--- src/rtl/mem_arbiter_pkg.sv ---
// Shared types for the fetch/data memory arbiter: FSM state and bus owner.
package mem_arbiter_pkg;

  typedef enum logic [1:0] {
    IDLE  = 2'd0,
    ISSUE = 2'd1,
    WAIT  = 2'd2
  } state_e;

  typedef enum logic {
    OWN_IF = 1'b0,
    OWN_DM = 1'b1
  } owner_e;

endpackage

--- src/rtl/mem_arbiter_if.sv ---
// Requester and unified memory bus signals of mem_arbiter.
// slave = arbiter view, master = requester/memory view.
interface mem_arbiter_if #(parameter int XLEN = 32);
  logic            i_if_req;
  logic [XLEN-1:0] i_if_addr;
  logic            o_if_gnt;
  logic [XLEN-1:0] o_if_rdata;

  logic            i_dm_req;
  logic            i_dm_we;
  logic [XLEN-1:0] i_dm_addr;
  logic [XLEN-1:0] i_dm_wdata;
  logic            o_dm_gnt;
  logic [XLEN-1:0] o_dm_rdata;

  logic            o_mem_valid;
  logic            i_mem_ready;
  logic [XLEN-1:0] o_mem_addr;
  logic [XLEN-1:0] o_mem_wdata;
  logic            o_mem_we;
  logic            i_mem_rvalid;
  logic [XLEN-1:0] i_mem_rdata;

  logic            o_busy;

  modport slave (
    input  i_if_req, i_if_addr, i_dm_req, i_dm_we, i_dm_addr, i_dm_wdata,
           i_mem_ready, i_mem_rvalid, i_mem_rdata,
    output o_if_gnt, o_if_rdata, o_dm_gnt, o_dm_rdata,
           o_mem_valid, o_mem_addr, o_mem_wdata, o_mem_we, o_busy
  );

  modport master (
    output i_if_req, i_if_addr, i_dm_req, i_dm_we, i_dm_addr, i_dm_wdata,
           i_mem_ready, i_mem_rvalid, i_mem_rdata,
    input  o_if_gnt, o_if_rdata, o_dm_gnt, o_dm_rdata,
           o_mem_valid, o_mem_addr, o_mem_wdata, o_mem_we, o_busy
  );
endinterface

--- src/rtl/mem_arbiter.sv ---
// Two-requester (fetch/data) arbiter onto one memory bus, one transaction in flight.
// MEM_ARBITER_RR_EN selects round-robin on ties; otherwise data has fixed priority.
module mem_arbiter
  import mem_arbiter_pkg::*;
#(
  parameter int XLEN = 32
) (
  input  logic           clk,
  input  logic           rstn,
  mem_arbiter_if.slave   bus
);

  state_e          state_q, state_d;
  owner_e          owner_q, owner_d;
  logic [XLEN-1:0] addr_q,  addr_d;
  logic [XLEN-1:0] wdata_q, wdata_d;
  logic            we_q,    we_d;
  owner_e          pick;

  logic            mem_valid, if_gnt, dm_gnt;
  logic [XLEN-1:0] mem_addr, mem_wdata, if_rdata, dm_rdata;
  logic            mem_we;

`ifdef MEM_ARBITER_RR_EN
  owner_e last_q, last_d;

  // On a tie, hand the bus to whichever side was not served last.
  always_comb begin
    if (bus.i_dm_req && bus.i_if_req) pick = (last_q == OWN_DM) ? OWN_IF : OWN_DM;
    else                              pick = bus.i_dm_req ? OWN_DM : OWN_IF;
  end

  always_ff @(posedge clk or negedge rstn) begin
    if (!rstn) last_q <= OWN_IF;
    else       last_q <= last_d;
  end
`else
  always_comb pick = bus.i_dm_req ? OWN_DM : OWN_IF;
`endif

  always_comb begin
    state_d   = state_q;
    owner_d   = owner_q;
    addr_d    = addr_q;
    wdata_d   = wdata_q;
    we_d      = we_q;
    mem_valid = 1'b0;
    mem_addr  = '0;
    mem_wdata = '0;
    mem_we    = 1'b0;
    if_gnt    = 1'b0;
    dm_gnt    = 1'b0;
    if_rdata  = '0;
    dm_rdata  = '0;
`ifdef MEM_ARBITER_RR_EN
    last_d    = last_q;
`endif
    unique case (state_q)
      IDLE: begin
        if (bus.i_dm_req || bus.i_if_req) begin
          owner_d = pick;
          state_d = ISSUE;
          if (pick == OWN_DM) begin
            addr_d  = bus.i_dm_addr;
            wdata_d = bus.i_dm_wdata;
            we_d    = bus.i_dm_we;
          end else begin
            addr_d  = bus.i_if_addr;
            wdata_d = '0;
            we_d    = 1'b0;
          end
        end
      end
      ISSUE: begin
        mem_valid = 1'b1;
        mem_addr  = addr_q;
        mem_wdata = wdata_q;
        mem_we    = we_q;
        if (bus.i_mem_ready) state_d = WAIT;
      end
      WAIT: begin
        if (bus.i_mem_rvalid) begin
          state_d = IDLE;
          if (owner_q == OWN_DM) begin
            dm_gnt   = 1'b1;
            dm_rdata = bus.i_mem_rdata;
          end else begin
            if_gnt   = 1'b1;
            if_rdata = bus.i_mem_rdata;
          end
`ifdef MEM_ARBITER_RR_EN
          last_d = owner_q;
`endif
        end
      end
      default: state_d = IDLE;
    endcase
  end

  always_ff @(posedge clk or negedge rstn) begin
    if (!rstn) begin
      state_q <= IDLE;
      owner_q <= OWN_IF;
      addr_q  <= '0;
      wdata_q <= '0;
      we_q    <= 1'b0;
    end else begin
      state_q <= state_d;
      owner_q <= owner_d;
      addr_q  <= addr_d;
      wdata_q <= wdata_d;
      we_q    <= we_d;
    end
  end

  assign bus.o_mem_valid = mem_valid;
  assign bus.o_mem_addr  = mem_addr;
  assign bus.o_mem_wdata = mem_wdata;
  assign bus.o_mem_we    = mem_we;
  assign bus.o_if_gnt    = if_gnt;
  assign bus.o_if_rdata  = if_rdata;
  assign bus.o_dm_gnt    = dm_gnt;
  assign bus.o_dm_rdata  = dm_rdata;
  assign bus.o_busy      = (state_q != IDLE);

endmodule

--- src/flat_wrapper.sv ---
// flat-port wrapper written by rule: the top's interface ports become plain ports
module mem_arbiter_flat import mem_arbiter_pkg::*;
#(
  parameter int XLEN = 32
)
  (clk, rstn, bus_i_if_req, bus_i_if_addr, bus_i_dm_req, bus_i_dm_we, bus_i_dm_addr, bus_i_dm_wdata, bus_i_mem_ready, bus_i_mem_rvalid, bus_i_mem_rdata, bus_o_if_gnt, bus_o_if_rdata, bus_o_dm_gnt, bus_o_dm_rdata, bus_o_mem_valid, bus_o_mem_addr, bus_o_mem_wdata, bus_o_mem_we, bus_o_busy);
  mem_arbiter_if #(.XLEN(XLEN)) bus_i ();
  input  logic clk;
  input  logic rstn;
  input wire logic [$bits(bus_i.i_if_req)-1:0] bus_i_if_req;
  input wire logic [$bits(bus_i.i_if_addr)-1:0] bus_i_if_addr;
  input wire logic [$bits(bus_i.i_dm_req)-1:0] bus_i_dm_req;
  input wire logic [$bits(bus_i.i_dm_we)-1:0] bus_i_dm_we;
  input wire logic [$bits(bus_i.i_dm_addr)-1:0] bus_i_dm_addr;
  input wire logic [$bits(bus_i.i_dm_wdata)-1:0] bus_i_dm_wdata;
  input wire logic [$bits(bus_i.i_mem_ready)-1:0] bus_i_mem_ready;
  input wire logic [$bits(bus_i.i_mem_rvalid)-1:0] bus_i_mem_rvalid;
  input wire logic [$bits(bus_i.i_mem_rdata)-1:0] bus_i_mem_rdata;
  output wire logic [$bits(bus_i.o_if_gnt)-1:0] bus_o_if_gnt;
  output wire logic [$bits(bus_i.o_if_rdata)-1:0] bus_o_if_rdata;
  output wire logic [$bits(bus_i.o_dm_gnt)-1:0] bus_o_dm_gnt;
  output wire logic [$bits(bus_i.o_dm_rdata)-1:0] bus_o_dm_rdata;
  output wire logic [$bits(bus_i.o_mem_valid)-1:0] bus_o_mem_valid;
  output wire logic [$bits(bus_i.o_mem_addr)-1:0] bus_o_mem_addr;
  output wire logic [$bits(bus_i.o_mem_wdata)-1:0] bus_o_mem_wdata;
  output wire logic [$bits(bus_i.o_mem_we)-1:0] bus_o_mem_we;
  output wire logic [$bits(bus_i.o_busy)-1:0] bus_o_busy;
  assign bus_i.i_if_req = bus_i_if_req;
  assign bus_i.i_if_addr = bus_i_if_addr;
  assign bus_i.i_dm_req = bus_i_dm_req;
  assign bus_i.i_dm_we = bus_i_dm_we;
  assign bus_i.i_dm_addr = bus_i_dm_addr;
  assign bus_i.i_dm_wdata = bus_i_dm_wdata;
  assign bus_i.i_mem_ready = bus_i_mem_ready;
  assign bus_i.i_mem_rvalid = bus_i_mem_rvalid;
  assign bus_i.i_mem_rdata = bus_i_mem_rdata;
  assign bus_o_if_gnt = bus_i.o_if_gnt;
  assign bus_o_if_rdata = bus_i.o_if_rdata;
  assign bus_o_dm_gnt = bus_i.o_dm_gnt;
  assign bus_o_dm_rdata = bus_i.o_dm_rdata;
  assign bus_o_mem_valid = bus_i.o_mem_valid;
  assign bus_o_mem_addr = bus_i.o_mem_addr;
  assign bus_o_mem_wdata = bus_i.o_mem_wdata;
  assign bus_o_mem_we = bus_i.o_mem_we;
  assign bus_o_busy = bus_i.o_busy;
  mem_arbiter #(.XLEN(XLEN)) u_core (.clk(clk), .rstn(rstn), .bus(bus_i));
endmodule
--- config.mk ---
export PLATFORM = sky130hd
export DESIGN_NAME = mem_arbiter_flat
export DESIGN_NICKNAME = d
export VERILOG_FILES = /design/src/rtl/mem_arbiter_pkg.sv /design/src/rtl/mem_arbiter_if.sv /design/src/rtl/mem_arbiter.sv /design/src/flat_wrapper.sv
export SDC_FILE = /design/constraint.sdc
export NUM_CORES = 1
export LEC_CHECK = 0
export ABC_AREA = 1
export BUFFER_PORTS_ARGS = -buffer_cell sky130_fd_sc_hd__buf_4
export CORE_MARGIN = 2
export CORE_UTILIZATION = 35
export DETAILED_ROUTE_END_ITERATION = 10
export PLACE_DENSITY = 0.81
export RECOVER_POWER = 100
export SETUP_SLACK_MARGIN = 0.15
export SLEW_MARGIN = 15
export SYNTH_ARGS = -nofsm -noshare
export SYNTH_HDL_FRONTEND = slang
export SYNTH_SLANG_ARGS = --single-unit
--- constraint.sdc ---
create_clock -name clk -period 3.5 [get_ports clk]
set_input_delay 0.35 -clock clk [delete_from_list [all_inputs] [get_ports clk]]
set_output_delay 0.35 -clock clk [all_outputs]
set_load 0.01 [all_outputs]
After elaboration in Yosys (flattened, before gate mapping) --
Cells that the tools add are included.
Storage, ports and cells: memory bits (read-only) 0, register bits after elaboration 68, logic and storage cells 39, latch bits 0, RAM bits 0, memories kept 0
Cells by class: reduce and logical (&&, ||, !) cells 5, equality and inequality tests 5, mux-type cells 24, divide/modulo/power cells 0, bitwise operators 0, multipliers 0, magnitude comparators 0, shift operators 0, add/subtract/negate cells 0
Operators with widths (number):
- $mux W32 | 10
- $mux W1 | 10
- $mux W2 | 3
- $pmux W2 S3 | 1
- $ne A2 B2 Y1 const B | 2
- $reduce_and A3 Y1 | 1
- $eq A2 B1 Y1 const B | 1
- $eq A2 B2 Y1 const B | 1
- $logic_not A2 Y1 | 1
- $ne A2 B1 Y1 const B | 1
- $reduce_and A2 Y1 | 1
- $reduce_bool A2 Y1 | 1
- $logic_or A1 B1 Y1 | 1

Depth between registers and ports, before layout --
Gate-level depths: netlist (run 1).
word-level depth 3, gate-level depth with buffers 7, depth with buffers taken out 5

Worst setup path after synthesis (run 1) --
Ideal clock, no wire load.
path type register to output, from register u_core.state_q[0], to output port bus_o_dm_rdata[10], setup slack 1.943 ns, arrival time 1.207 ns, stages on the path, launching flop included 7, path through dfrtp_1 > inv_2 > nand2_1 > nor3_2 > inv_2 > buf_2 > nor2_1
On the way: cells in the longest elaborated chain, start to end 2
Ends and longest elaborated chain:
- start, declared | line mem_arbiter.sv:13 | state_e state_q, state_d;
- start signal, assigned | line mem_arbiter.sv:108 | state_q <= state_d;
- $eq A2 B2 Y1 | line mem_arbiter.sv:58 | unique case (state_q)
- $mux W32 | line mem_arbiter.sv:58
- end, declared | line flat_wrapper.sv:22 | output wire logic [$bits(bus_i.o_dm_rdata)-1:0] bus_o_dm_rdata;
Every way passes these cells.

Final worst setup path (run 1) --
from register u_core.state_q[1], to output port bus_o_mem_addr[14]
On the way: cells in the longest elaborated chain, start to end 2
Ends and longest elaborated chain:
- $eq A2 B1 Y1 | line mem_arbiter.sv:58
- $mux W32 | line mem_arbiter.sv:58
- end, declared | line flat_wrapper.sv:24 | output wire logic [$bits(bus_i.o_mem_addr)-1:0] bus_o_mem_addr;
Every way passes these cells.

==> impl_metrics.env, run 1 <==
export IMPL_status="finished with violations"
export IMPL_violations="capacitance limit, slew limit"
export IMPL_worstPathMaxFanout=42
export IMPL_setup_viol=0
export IMPL_diodes=0
export IMPL_dpl_cell_area_mm2=0.00592
export IMPL_switching_power_mw=1.51
export IMPL_clkPwrFrac=0.219
export IMPL_ys_ff_latch=68
export IMPL_crit_slowest_cell="nand2_1"
export IMPL_crit_arrival_ns=2.19
export IMPL_internal_power_mw=2.11
export IMPL_reg2reg_slack_ns=1.03
export IMPL_holdBufCountCts=0
export IMPL_final_cell_mix="buf_4 (141), inv_1 (136), nor2_1 (130)"
export IMPL_netlist_area_mm2=0.00388
export IMPL_rows=38
export IMPL_cts_tree="built"
export IMPL_first_pass_iters=4
export IMPL_path_cells="inv_1 > nand2_1 > buf_4 > nor2_1 > clkbuf_1"
export IMPL_die_y_um=109
export IMPL_start_util=0.358
export IMPL_numPortBuffers=267
export IMPL_fmax_ghz=0.393
export IMPL_layout_drive_gt1_share=0.196
export IMPL_cap_violations=1
export IMPL_netSwitchingFraction=0.417
export IMPL_gp_congestion=0.847
export IMPL_stdcell_count=971
export IMPL_areaGrowthSynthToFinish_pct=45.4
export IMPL_post_route_util=0.521
export IMPL_post_route_min_period_ns=2.54
export IMPL_clock_sinks=68
export IMPL_wl_per_cell_um=12.9
export IMPL_core_region_area_mm2=0.0108
export IMPL_wirelength_mm=12.5
export IMPL_fin_crit_sh=0.727
export IMPL_required_ns=3.15
export IMPL_place_detailed_hpwl_mm=9.38
export IMPL_nFillCells=1205
export IMPL_power_density_mw_per_mm2=642
export IMPL_numCtsBuffers=9
export IMPL_start_kind="register"
export IMPL_syn_area_per_cell_um2=6.69
export IMPL_p_comb_frac=0.442
export IMPL_seq_area_frac_synth=0.438
export IMPL_avgViaCountPerCell=4.37
export IMPL_slew_viol_final=69
export IMPL_yosysWarningCount=0
export IMPL_power_total_mw=3.63
export IMPL_leakage_nw=2.99
export IMPL_grt_usage=0.199
export IMPL_dieArea_mm2=0.0120
export IMPL_drt_iter0_drc=219
export IMPL_ir_worst_vdd_mv=0.310
export IMPL_ctsResizeCount=0
export IMPL_cp_end_kind="output pin"
export IMPL_final_common_cell="buf_4"
export IMPL_vias=4245
export IMPL_slowest_delay_ns=0.62
export IMPL_cts_root_buf="clkbuf_8"
export IMPL_clockBufferDepth=2
export IMPL_grt_pass1_vias=3891
export IMPL_grt_max_degree=99
export IMPL_clock_latency_ns=0.33
export IMPL_dp_worst_setup_slack_ns=1.55
export IMPL_yosysUniqueCellTypes=17
export IMPL_hold_path_class="primary input to register"
export IMPL_clock_skew_final_ns=0.00939
export IMPL_relSlewSlack=-0.111
export IMPL_pwr_share_seq=0.339
export IMPL_htree_num_levels=3
export IMPL_whs_ns=0.251
export IMPL_post_cts_buffers=0
export IMPL_ant_nets=0
export IMPL_drcViolationCount=0
export IMPL_tightest_slew_ns=1.67
export IMPL_stdcell_area_mm2=0.00565
export IMPL_worst_slack_ns=0.956
export IMPL_grt_pass1_wl_mm=18.8
export IMPL_die_w_um=109
export IMPL_syn_instance_count=581
export IMPL_finalSetupTns_ns=0
export IMPL_path_class="register to output pin"
export IMPL_dp_cells=955
export IMPL_hold_violations=0
export IMPL_antenna_found_initial=0
export IMPL_final_nets=961
export IMPL_grt_setup_unrepaired="false"
export IMPL_io_pins=268
export IMPL_grt_ovfl_total=0
export IMPL_clk_pin_slew_ns=0.08
export IMPL_syn_nets=716
[cells in the mapped netlist]
cell type	n	area share
o21bai_1	1	0.0019
buf_4	1	0.0019
nor3_2	2	0.0052
buf_2	23	0.030
nand3_1	34	0.044
nor2_2	1	0.0016
nor2_4	2	0.0058
buf_6	3	0.0087
nor2_1	130	0.13
nand2_1	69	0.067
inv_1	134	0.13
dfrtp_1	68	0.44
inv_2	3	0.0029
o21ai_0	76	0.098
clkbuf_1	10	0.0097
nand2_2	1	0.0016
o21ai_1	23	0.030
[layer usage]
layer,vias to the layer above,part of all wire,GRT usage
li1,2202,-,-
met1,1879,0.40,0.237
met2,147,0.51,0.360
met3,17,0.073,0.0397
met4,0,0.018,0.0606
met5,-,0,0
[kinds of logic after synthesis]
| group | Yosys count | share of synthesized area |
|---|---|---|
| buffers and inverters | 174 | 0.182 |
| AND/OR/NAND/NOR | 239 | 0.250 |
| AO/OA/AOI/OAI | 100 | 0.129 |
| flip-flops | 68 | 0.438 |
[registers in the layout (all words and copies together) (netlist names)]
signal,flops
u_core.state_q,2
u_core.wdata_q,32
u_core.we_q,1
u_core.owner_q,1
u_core.addr_q,32
[power by group through the flow]
stage	clock network (mW)	registers [mW]	logic [mW]
2_1_floorplan	0	1.22	1.13
3_3_place_gp	0	1.23	1.88
3_5_place_dp	0	1.25	1.91
4_1_cts	0.812	1.23	1.92
5_1_grt	0.846	1.27	1.84
6_report	0.792	1.23	1.60
[final timing paths]
check | start | to | depth (start not counted)
worst min register to register | u_core.wdata_q[28] | u_core.wdata_q[28] | 2
worst min-delay path | bus_i_dm_wdata[21] | u_core.wdata_q[21] | 3
min in group asynchronous | rstn | u_core.addr_q[10] | 1
worst max-delay path | u_core.state_q[1] | bus_o_mem_addr[14] | 5
worst max register to register | u_core.state_q[1] | u_core.addr_q[20] | 5
max in group asynchronous | rstn | u_core.wdata_q[30] | 1
[worst max-delay path: cells and delay by family (launching register included)]
family,cells,cell delay (ns)
buf+inv,3,0.74
flops,1,0.38
simple gates,2,0.71
[layout make-up]
type	instances	area, µm²	share of cell area
clock buffer	9	124	0.0219
clock inverter	7	121	0.0215
inverter	137	514	0.0910
multi-input combinational	339	1460	0.259
sequential	68	1700	0.301
tap	140	175	0.0310
timing repair buffer	271	1550	0.274
(Power assumes the default switching activity.)
==> run 2, diff against run 1 <==
ABC_AREA = 0   (was 1)
PLACE_DENSITY = 0.84   (was 0.81)
clock period = 2.2 ns   (was 3.5 ns; I/O delays follow)
==> impl_metrics.env, run 2 <==
export IMPL_path_buf_inv=2
export IMPL_final_cell_mix="buf_4 (202), dfrtp_1 (68), and2_0 (65), and2_1 (65), clkbuf_1 (65)"
export IMPL_clock_sinks=68
export IMPL_syn_nets=469
export IMPL_status="finished with violations"
export IMPL_post_route_min_period_ns=1.92
export IMPL_ys_ff_latch=68
export IMPL_ir_worst_vdd_mv=0.615
export IMPL_grt_pass1_vias=3455
export IMPL_stdcell_count=736
export IMPL_crit_arrival_ns=1.70
export IMPL_cts_root_buf="clkbuf_8"
export IMPL_slowest_delay_ns=0.42
export IMPL_fmax_ghz=0.522
export IMPL_layout_drive_gt1_share=0.483
export IMPL_r2r_end="u_core.wdata_q[5]"
export IMPL_grt_pass1_wl_mm=18.1
export IMPL_ant_nets=0
export IMPL_io_pins=268
export IMPL_reg2reg_slack_ns=0.30
export IMPL_synth_top_area_share=0.448
export IMPL_drt_iter0_drc=207
export IMPL_setup_viol=0
export IMPL_dp_cells=719
export IMPL_areaGrowthSynthToFinish_pct=53.3
export IMPL_yosysUniqueCellTypes=20
export IMPL_clockBufferDepth=2
export IMPL_place_detailed_hpwl_mm=9.12
export IMPL_numPortBuffers=267
export IMPL_cp_end_kind="output pin"
export IMPL_cts_tree="built"
export IMPL_wl_per_cell_um=16.4
export IMPL_rows=38
export IMPL_path_common_cell="buf_4"
export IMPL_worstPathMaxFanout=33
export IMPL_synth_area_leaders="dfrtp_1 (45%), and2_1 (21%), mux2_2 (18%)"
export IMPL_vias=3510
export IMPL_yosysWarningCount=0
export IMPL_path_cells="and4b_1 > buf_4 > and2_0 > buf_4"
export IMPL_htree_num_levels=3
export IMPL_hold_path_depth=2
export IMPL_hp_start="bus_i_dm_wdata[1]"
export IMPL_antenna_found_initial=0
export IMPL_relSlewSlack=-0.0110
export IMPL_violations="capacitance limit, slew limit"
export IMPL_largest_registers="u_core.addr_q x32, u_core.wdata_q x32, u_core.state_q x2"
export IMPL_hold_path_end="u_core.wdata_q[1]"
export IMPL_netlist_area_mm2=0.00380
export IMPL_numCtsBuffers=9
export IMPL_leakage_nw=2.79
export IMPL_synth_most_common_cell="and2_1"
export IMPL_synth_edff_count=0
export IMPL_grt_max_degree=69
export IMPL_crit_family="simple AND/OR/NAND/NOR gates"
export IMPL_finalSetupTns_ns=0
export IMPL_r2r_cells=4
export IMPL_final_common_cell="buf_4"
export IMPL_final_nets=726
export IMPL_core_region_area_mm2=0.0107
export IMPL_die_y_um=108
export IMPL_power_density_mw_per_mm2=1080
export IMPL_syn_area_per_cell_um2=11.4
export IMPL_synthTopCellsByCount="and2_1 (130), dfrtp_1 (68), mux2_2 (61)"
export IMPL_clock_latency_ns=0.36
export IMPL_post_cts_buffers=0
export IMPL_grt_usage=0.201
export IMPL_post_route_util=0.545
export IMPL_wirelength_mm=12.1
export IMPL_hold_path_class="primary input to register"
export IMPL_seq_area_frac_synth=0.448
export IMPL_tightest_slew_ns=1.52
export IMPL_start_util=0.355
export IMPL_start_kind="register"
export IMPL_async_flop_share=1.00
export IMPL_first_pass_iters=4
export IMPL_die_w_um=108
export IMPL_clk_pin_slew_ns=0.08
export IMPL_dieArea_mm2=0.0117
export IMPL_grt_ovfl_total=0
export IMPL_fin_crit_sh=0.871
export IMPL_ys_flop_type="dfrtp_1"
export IMPL_rr_startpoint="u_core.state_q[1]"
export IMPL_yosys_area_top_type="dfrtp_1"
export IMPL_clock_skew_final_ns=0.0131
export IMPL_diodes=0
export IMPL_required_ns=1.98
export IMPL_gp_congestion=0.731
export IMPL_drcViolationCount=0
export IMPL_hold_violations=0
export IMPL_stdcell_area_mm2=0.00583
export IMPL_cap_violations=1
export IMPL_syn_instance_count=334
export IMPL_path_class="register to output pin"
export IMPL_crit_slowest_cell="dfrtp_1"
export IMPL_grt_setup_unrepaired="false"
export IMPL_dpl_cell_area_mm2=0.00587
export IMPL_avgViaCountPerCell=4.77
export IMPL_slew_viol_final=69
-- run 2: worst max-delay path by stage --
stage,start,end,slack [ns],depth (start not counted)
floorplan,u_core.state_q[0],bus_o_if_rdata[10],0.87,3
global placement,u_core.state_q[1],u_core.wdata_q[4],0.64,4
detailed placement,u_core.state_q[0],bus_o_if_rdata[9],0.61,3
CTS,u_core.state_q[0],bus_o_if_rdata[9],0.21,3
global route,u_core.state_q[1],u_core.wdata_q[6],0.14,4
finish,u_core.state_q[0],bus_o_dm_rdata[18],0.28,4
-- run 2: cell families after synthesis --
logic type | Yosys count | synth area share
compound gates | 36 | 0.0826
mux | 64 | 0.190
flops | 68 | 0.448
simple gates | 137 | 0.227
buf+inv | 29 | 0.0530
-- run 2: what timing repair did --
action,4_1_cts,5_1_grt
hold buffers,1,0
gates resized for setup,0,1
endpoints found under the hold margin,2,0
endpoints found under the setup margin,0,32
-- run 2: worst register-to-register path, cell delays in order, from the launching register on --
cell	delay, ns
dfrtp_1	0.45
nor2_1	0.39
o21ai_4	0.11
clkbuf_2	0.44
a22o_1	0.40
-- run 2: stage by stage --
step | power [mW] | hold WS (ns) | setup WS (ns)
5_1_grt | 6.73 | 0.0532 | 0.136
6_report | 6.31 | 0.0743 | 0.283
2_1_floorplan | 4.04 | -0.0756 | 0.871
3_3_place_gp | 5.38 | 0.378 | 0.643
3_5_place_dp | 5.49 | 0.394 | 0.614
4_1_cts | 6.62 | 0.0496 | 0.208
-- run 2: metal layers --
metal | vias up | routed length, µm | GRT usage | share of wire
met5 | - | 0 | 0 | 0
met3 | 26 | 1160 | 0.0729 | 0.096
met2 | 169 | 6410 | 0.360 | 0.53
li1 | 1636 | - | - | -
met1 | 1679 | 4190 | 0.214 | 0.35
met4 | 0 | 330 | 0.0842 | 0.027
-- run 2: area by class of cell --
class	instances	area (µm²)
flip-flops and latches	68	1700
multi-input cells	237	1910
inverters	1	3.75
clock inverters	7	82.6
clock buffers	9	124
repair buffers	274	1830
well taps	140	175
fillers	979	4870
-- run 2: power breakdown --
| part | switching, mW | leakage, nW | internal (mW) | total (mW) |
|---|---|---|---|---|
| logic | 1.47 | 1.86 | 1.62 | 3.09 |
| clock network | 0.542 | 0.0988 | 0.543 | 1.09 |
| registers | 0.298 | 0.832 | 1.83 | 2.13 |
| total | 2.31 | 2.79 | 3.99 | 6.31 |
==> run 3, diff against run 2 <==
CORE_UTILIZATION = 38   (was 35)
PLACE_DENSITY = 0.89   (was 0.84)
==> impl_metrics.env, run 3 (synthesis results as in run 2) <==
export IMPL_rows=36
export IMPL_crit_arrival_ns=1.75
export IMPL_die_y_um=104
export IMPL_ant_nets=0
export IMPL_hold_path_depth=2
export IMPL_reg2reg_slack_ns=0.29
export IMPL_cts_tree="built"
export IMPL_largest_registers="u_core.addr_q x32, u_core.wdata_q x32, u_core.state_q x2"
export IMPL_r2r_end="u_core.addr_q[5]"
export IMPL_post_route_util=0.594
export IMPL_hp_start="bus_i_dm_wdata[13]"
export IMPL_power_total_mw=6.20
export IMPL_post_route_min_period_ns=1.97
export IMPL_first_pass_iters=4
export IMPL_io_pins=268
export IMPL_tightest_slew_ns=1.68
export IMPL_layout_drive_gt1_share=0.483
export IMPL_path_class="register to output pin"
export IMPL_clock_skew_final_ns=0.0159
export IMPL_ir_worst_vdd_mv=0.532
export IMPL_diodes=0
export IMPL_dieArea_mm2=0.0108
export IMPL_grt_usage=0.207
export IMPL_areaGrowthSynthToFinish_pct=51.9
export IMPL_hold_violations=0
export IMPL_final_nets=724
export IMPL_cts_root_buf="clkbuf_8"
export IMPL_cap_violations=1
export IMPL_grt_setup_unrepaired="false"
export IMPL_worst_slack_ns=0.234
export IMPL_dp_worst_setup_slack_ns=0.605
export IMPL_htree_num_levels=3
export IMPL_cp_end_kind="output pin"
export IMPL_worstPathMaxFanout=33
export IMPL_violations="capacitance limit, slew limit"
export IMPL_hold_path_class="primary input to register"
export IMPL_gp_congestion=0.813
export IMPL_antenna_found_initial=0
export IMPL_dpl_cell_area_mm2=0.00585
export IMPL_final_cell_mix="buf_4 (204), and2_1 (71), dfrtp_1 (68)"
export IMPL_core_region_area_mm2=0.00973
export IMPL_wl_per_cell_um=16.1
export IMPL_clk_pin_slew_ns=0.09
export IMPL_hold_path_end="u_core.wdata_q[13]"
export IMPL_drcViolationCount=0
export IMPL_wirelength_mm=11.7
export IMPL_start_util=0.391
export IMPL_final_common_cell="buf_4"
export IMPL_grt_ovfl_total=0
export IMPL_status="finished with violations"
export IMPL_clock_sinks=68
export IMPL_power_density_mw_per_mm2=1070
export IMPL_start_kind="register"
export IMPL_stdcell_area_mm2=0.00578
export IMPL_grt_max_degree=69
export IMPL_r2r_cells=4
export IMPL_fin_crit_sh=0.893
export IMPL_finalSetupTns_ns=0
export IMPL_fmax_ghz=0.509
export IMPL_grt_pass1_vias=3535
export IMPL_clock_latency_ns=0.34
export IMPL_numPortBuffers=267
export IMPL_slew_viol_final=69
export IMPL_vias=3435
export IMPL_drt_iter0_drc=130
export IMPL_grt_pass1_wl_mm=18.3
export IMPL_numCtsBuffers=9
export IMPL_setup_viol=0
export IMPL_required_ns=1.98
export IMPL_die_w_um=104
export IMPL_relSlewSlack=-0.118
export IMPL_clockBufferDepth=2
export IMPL_leakage_nw=2.79
export IMPL_place_detailed_hpwl_mm=8.72
export IMPL_rr_startpoint="u_core.state_q[1]"
export IMPL_avgViaCountPerCell=4.72
[run 3: changes by cell type in the layout (fill, tap and decap cells not counted), moves of 2 or more]
cell,before,now
clkbuf_1,65,63
buf_4,202,204
and2_0,65,59
and2_1,65,71
[run 3: area by class of cell]
type / count / area (µm²)
Fill cell: 886 / 3950
Multi-Input combinational cell: 237 / 1890
Timing Repair Buffer: 272 / 1810
Sequential cell: 68 / 1700
Tap cell: 133 / 166
Clock buffer: 9 / 124
Clock inverter: 7 / 80.1
Inverter: 1 / 3.75
[run 3: worst max path at each step]
stage,depth (start not counted),startpoint,to,slack (ns)
floorplan,3,u_core.state_q[0],bus_o_if_rdata[10],0.87
global placement,3,u_core.state_q[0],bus_o_if_rdata[2],0.69
detailed placement,3,u_core.state_q[0],bus_o_if_rdata[9],0.61
CTS,3,u_core.state_q[1],bus_o_if_rdata[2],0.23
global route,3,u_core.state_q[0],bus_o_if_rdata[6],0.11
finish,3,u_core.state_q[0],bus_o_if_rdata[12],0.23
[run 3: layer usage]
metal  track usage  share of wire  vias up
met5             0              0        -
met4        0.0560          0.013        0
met3        0.0539          0.066       15
met2         0.375           0.51      143
met1         0.242           0.41     1640
li1              -              -     1637
[run 3: through the flow]
| stage | hold slack, ns | instances |
|---|---|---|
| after floorplan | -0.0756 | 334 |
| after global routing | 0.0725 | 727 |
| after detailed placement | 0.391 | 711 |
| final | 0.0942 | 727 |
| after global placement | 0.380 | 711 |
| after CTS | 0.0146 | 727 |
[run 3: critical path: stages, from the launching register on]
cell	delay, ns
dfrtp_1	0.42
and4bb_2	0.64
and2_1	0.20
clkbuf_1	0.16
[run 3: timing repair]
action                                  4_1_cts  5_1_grt
setup buffers                                 0        0
resized for setup                             0        1
hold buffers                                  0        0
endpoints found under the setup margin        0       32
[run 3: where the power goes]
part / switching [mW] / internal (mW)
sequential: 0.280 / 1.83
combinational: 1.45 / 1.55
clock: 0.545 / 0.540
total: 2.28 / 3.93
